==> config.mk <==
export PLATFORM = sky130hd
export DESIGN_NAME = w2m_bridge
export DESIGN_NICKNAME = d
export VERILOG_FILES = /design/src/rtl/w2m_bridge.sv
export SDC_FILE = /design/constraint.sdc
export NUM_CORES = 1
export LEC_CHECK = 0
export CORE_ASPECT_RATIO = 1.2
export CORE_MARGIN = 4
export CORE_UTILIZATION = 35
export DETAILED_ROUTE_END_ITERATION = 8
export DONT_BUFFER_PORTS = 1
export PLACE_DENSITY_LB_ADDON = 0.12
export SLEW_MARGIN = 25
export SYNTH_ARGS = -nofsm -noshare
export SYNTH_HDL_FRONTEND = slang
export SYNTH_SLANG_ARGS = --single-unit
==> constraint.sdc <==
create_clock -name clk_i -period 5.1 [get_ports clk_i]
set_input_delay 1.02 -clock clk_i [delete_from_list [all_inputs] [get_ports clk_i]]
set_output_delay 1.02 -clock clk_i [all_outputs]
set_load 0.02 [all_outputs]
==> src/rtl/w2m_bridge.sv <==
// Wishbone classic slave to mem_if initiator bridge: one Wishbone cycle becomes one
// mem_if request, completed with ack or err once the tid-matched response arrives.
module w2m_bridge #(
    parameter int unsigned BUS_WIDTH = 32,
    parameter int unsigned BUS_MASK  = 4,
    parameter logic [3:0]  RID       = 4'd0,
    parameter logic [3:0]  SRCID     = 4'd0,
    parameter int unsigned TIMEOUT   = 255
) (
    input  logic                 clk_i,
    input  logic                 rst_i,
    input  logic                 wb_cyc_i,
    input  logic                 wb_stb_i,
    input  logic                 wb_we_i,
    input  logic [BUS_WIDTH-1:0] wb_addr_i,
    input  logic [BUS_WIDTH-1:0] wb_data_i,
    input  logic [BUS_MASK-1:0]  wb_sel_i,
    output logic                 wb_ack_o,
    output logic                 wb_err_o,
    output logic [BUS_WIDTH-1:0] wb_data_o,
    output logic                 mem_if_req_valid,
    input  logic                 mem_if_req_ready,
    output logic [86:0]          mem_if_req,
    input  logic                 mem_if_resp_valid,
    output logic                 mem_if_resp_ready,
    input  logic [50:0]          mem_if_resp
);
    localparam int unsigned REQ_W  = 87;
    localparam int unsigned TYPE_W = 3;
    localparam int unsigned TID_W  = 16;
    localparam int unsigned SEQ_W  = 8;
    localparam int unsigned CNT_W  = 8;

    localparam logic [TYPE_W-1:0] TYPE_RD  = 3'd0;
    localparam logic [TYPE_W-1:0] TYPE_WR  = 3'd1;
    localparam logic [CNT_W-1:0]  CNT_LAST = CNT_W'(TIMEOUT - 1);

    typedef enum logic [1:0] {IDLE, REQ, WAIT, DONE} state_t;

    state_t               state, state_n;
    logic [SEQ_W-1:0]     seq, seq_n;
    logic [CNT_W-1:0]     cnt, cnt_n;
    logic                 ack_n, err_n, req_valid_n;
    logic [BUS_WIDTH-1:0] data_n;
    logic [REQ_W-1:0]     req_n;

    logic [TYPE_W-1:0]    req_type, resp_type;
    logic [TID_W-1:0]     req_tid, resp_tid;
    logic                 tid_hit, timeout_hit;

    assign req_type    = mem_if_req[86:84];
    assign req_tid     = mem_if_req[83:68];
    assign resp_type   = mem_if_resp[50:48];
    assign resp_tid    = mem_if_resp[47:32];
    assign tid_hit     = mem_if_resp_valid && (resp_tid == req_tid);
    assign timeout_hit = (cnt == CNT_LAST);

    // Gated by reset so the port reads 0 while reset is held, even though state is IDLE.
    assign mem_if_resp_ready = !rst_i && ((state == IDLE) || (state == WAIT));

    always_comb begin
        state_n = state;
        seq_n   = seq;
        cnt_n   = cnt;
        ack_n   = 1'b0;
        err_n   = 1'b0;
        data_n  = wb_data_o;
        req_n   = mem_if_req;
        unique case (state)
            IDLE: begin
                if (wb_cyc_i && wb_stb_i) begin
                    req_n   = {(wb_we_i ? TYPE_WR : TYPE_RD), RID, SRCID, seq,
                               wb_addr_i, wb_sel_i, wb_data_i};
                    cnt_n   = '0;
                    state_n = REQ;
                end
            end
            REQ: begin
                if (!wb_cyc_i) begin
                    state_n = IDLE;
                end else if (mem_if_req_ready) begin
                    // An accepted request consumes its tid even if the timeout fires now.
                    seq_n = seq + 1'b1;
                    cnt_n = cnt + 1'b1;
                    if (timeout_hit) begin
                        err_n   = 1'b1;
                        state_n = DONE;
                    end else begin
                        state_n = WAIT;
                    end
                end else if (timeout_hit) begin
                    err_n   = 1'b1;
                    state_n = DONE;
                end else begin
                    cnt_n = cnt + 1'b1;
                end
            end
            WAIT: begin
                if (!wb_cyc_i) begin
                    state_n = IDLE;
                end else if (tid_hit) begin
                    if (resp_type == req_type) begin
                        ack_n = 1'b1;
                        if (req_type == TYPE_RD) data_n = mem_if_resp[31:0];
                    end else begin
                        err_n = 1'b1;
                    end
                    state_n = DONE;
                end else if (timeout_hit) begin
                    err_n   = 1'b1;
                    state_n = DONE;
                end else begin
                    cnt_n = cnt + 1'b1;
                end
            end
            DONE: state_n = IDLE;
            default: state_n = IDLE;
        endcase
        req_valid_n = (state_n == REQ);
    end

    always_ff @(posedge clk_i or posedge rst_i) begin
        if (rst_i) begin
            state            <= IDLE;
            seq              <= '0;
            cnt              <= '0;
            wb_ack_o         <= 1'b0;
            wb_err_o         <= 1'b0;
            wb_data_o        <= '0;
            mem_if_req_valid <= 1'b0;
            mem_if_req       <= '0;
        end else begin
            state            <= state_n;
            seq              <= seq_n;
            cnt              <= cnt_n;
            wb_ack_o         <= ack_n;
            wb_err_o         <= err_n;
            wb_data_o        <= data_n;
            mem_if_req_valid <= req_valid_n;
            mem_if_req       <= req_n;
        end
    end
endmodule

==> impl_metrics.toml <==
[outcome]
status = "complete, no violations"

[critical_path]
cp_cell_sequence = "inv_1, ha_1, or4b_1, nor3_1, nand4_2, nor4_4, buf_4, mux2_2"
path_max_fanout = 32
path_delay_family = "simple AND/OR/NAND/NOR gates"
crit_slowest_cell = "buf_4"
path_buf_inv = 2
worstPathRequired_ps = 5400
slowest_delay_ps = 510
path_class = "reg -> reg"
crit_path_end_kind = "flop"
start_kind = "flop"
arrival_ps = 3320

[global_routing]
grt_overflow = 0
grt_pass1_wl_um = 19500
grt_pass1_vias = 3444
grt_max_degree = 78
grt_usage = 0.141
antenna_found_initial = 1

[synthesis]
yosys_most_used_dff = "dfrtp_1"
postSynthAreaPerCell_um2 = 14.2
yosysSeqAreaShare = 0.581
synth_top_cell_area_share = 0.581
ys_warn_count = 0
synthArstFlopShare = 1.00
syn_area_um2 = 5600
syn_inst = 395
synth_top_cell_by_area = "dfrtp_1"
synth_cell_types = 40
synth-seq-cells = 130
synth_area_leaders = "dfrtp_1 58%, mux2_2 16%, mux2_4 8.0%, xor2_1 1.9%, ha_1 1.6%"
synth_edf_count = 0

[floorplan]
die_width_um = 123
start_util = 0.358
io_pins = 249
core_um2 = 15600
dieArea_um2 = 18100
fp.dieH_um = 147
rows = 50

[detailed_routing]
wl_per_cell_um = 20.2
vias_per_cell = 5.05
antenna_left = 0
dr_total_vias = 3156
drc = 0
drt-pass1-iter-count = 4
drt_wl_total_um = 12600
drtIter0Drc = 113

[cts]
cts_max_level = 4
cts.sinks = 130
hold_buffers = 0
path_clk_slew_ps = 50
postCtsSetupBuffers = 0
cts_buffer_depth = 2
clk_latency_ps = 410
root_buffer = "clkbuf_16"
numCtsBuffers = 17
cts_resized = 0
cts_tree = "yes"

[layout]
stdcell_area_um2 = 6420
fillers = 1488
drive_gt1_frac = 0.368
area_delta_synth_final_pct = 14.6
instances_no_fill = 625
fin_nets = 537

[power]
peakVddDrop_mv = 0.294
powerDensity_nw_per_um2 = 612
p_leak_nw = 2.89

[sta]
drv_slew = 0
setup_tns_ps = 0
setup_viol = 0
period_share = 0.593
fin_worst_skew_ps = 6.22
finalHoldViolCount = 0
worstMarginPinSlew_ps = 1020
slew_headroom = 0.317
finalCriticalPeriod_ps = 3020
max_freq_mhz = 331
rsz0062_at_grt = "no"

[run]
cap_violations = 0

[placement]
port_buffers = 0
dp_hpwl_um = 8930
gp_congestion = 0.764
dpl.cell_count = 593
dpl_cell_area_um2 = 5780

[worst_hold_path]
hp-class = "reg -> reg"
## placed cells by master (no fill, tap or decap), drive strengths merged, types with 4 or more instances in the layout
cell and instances:
mux2 110, nand4 4, xnor2 4, o31a 4
o21ai 15, nand3 10, clkinv 4, nor3 7
bufinv 4, conb 10, clkbuf 19, inv 10
ha 7, dfrtp 130, nor2 10, xor2 12
buf 5, nand2 18
## worst paths after layout
check,end,slack (ps),start,depth (start not counted)
worst min register to register,seq[7],480,seq[7],1
worst max register to register,wb_data_o[3],2080,state[0],8
max in group asynchronous,mem_if_req[20],3460,rst_i,2
worst min-delay path,seq[7],480,seq[7],1
worst max-delay path,wb_data_o[3],2080,state[0],8
min in group asynchronous,mem_if_req[69],630,rst_i,1
## worst register-to-register path, cell delays in order, from the launching register on
cell	delay [ps]
dfrtp_1	420
inv_1	110
ha_1	290
or4b_1	470
nor3_1	240
nand4_2	250
nor4_4	200
buf_4	510
mux2_2	420
## flip-flops by register name (all words and copies together) (netlist names)
name,count
cnt,8
mem_if_req,77
mem_if_req_valid,1
seq,8
state,2
wb_ack_o,1
wb_data_o,32
wb_err_o,1
## routing by layer
metal	wire length (um)	share of wire	vias up	track usage
li1	-	-	1391	-
met1	4770	0.38	1556	0.161
met2	6210	0.49	184	0.224
met3	1360	0.11	25	0.0655
met4	292	0.023	0	0.0615
met5	0	0	-	0
## cell type report
type                       count  area [um^2]  area share
tap                          208          260      0.0405
sequential                   130         3250       0.507
antenna                        1         2.50    0.000390
multi-input combinational    242         2200       0.343
inverter                       8         32.5     0.00507
clock buffer                  19          453      0.0706
timing repair buffer           5         35.0     0.00546
clock inverter                12          180      0.0281
## synth_stat cells (3+ instances only)
library cell,instances
a21oi_1,3
o21ai_0,15
buf_4,10
buf_8,3
xnor2_1,4
nor3_1,7
nand2_1,18
nand4_1,3
mux2_4,30
and3_1,3
buf_1,6
o31a_1,4
inv_1,8
dfrtp_1,130
mux2_2,80
ha_1,7
xor2_1,12
nor2_1,10
clkbuf_1,5
nand3_1,10
## stage by stage
stage          hold slack, ps  worst slack, ps  power (W)  utilization
6_report                  476             2080    0.00393        0.410
5_1_grt                   501             1870    0.00413        0.410
4_1_cts                   483             2040    0.00398        0.410
3_5_place_dp              466             1740    0.00266        0.370
3_3_place_gp              467             1790    0.00264        0.370
2_1_floorplan             442              611    0.00245            -
## where the power goes
group | switching, W | internal [W]
logic | 0.000284 | 0.000339
registers | 0.000645 | 0.00136
clock network | 0.000457 | 0.000844
total | 0.00139 | 0.00254
## cells by family (layout without fill, tap and decap cells)
family | Yosys count | in the layout | share of synthesized area
other | 1 | 11 | 0.000669
DFF | 130 | 130 | 0.581
adders and majority gates | 7 | 7 | 0.0156
xor gates and xnor gates | 16 | 16 | 0.0250
buffers and inverters | 32 | 44 | 0.0342
and+or+nand+nor | 63 | 63 | 0.0596
AOI/OAI and AO/OA | 35 | 35 | 0.0411
muxes | 111 | 111 | 0.243
Note: power is estimated with default switching activity, not from simulation.
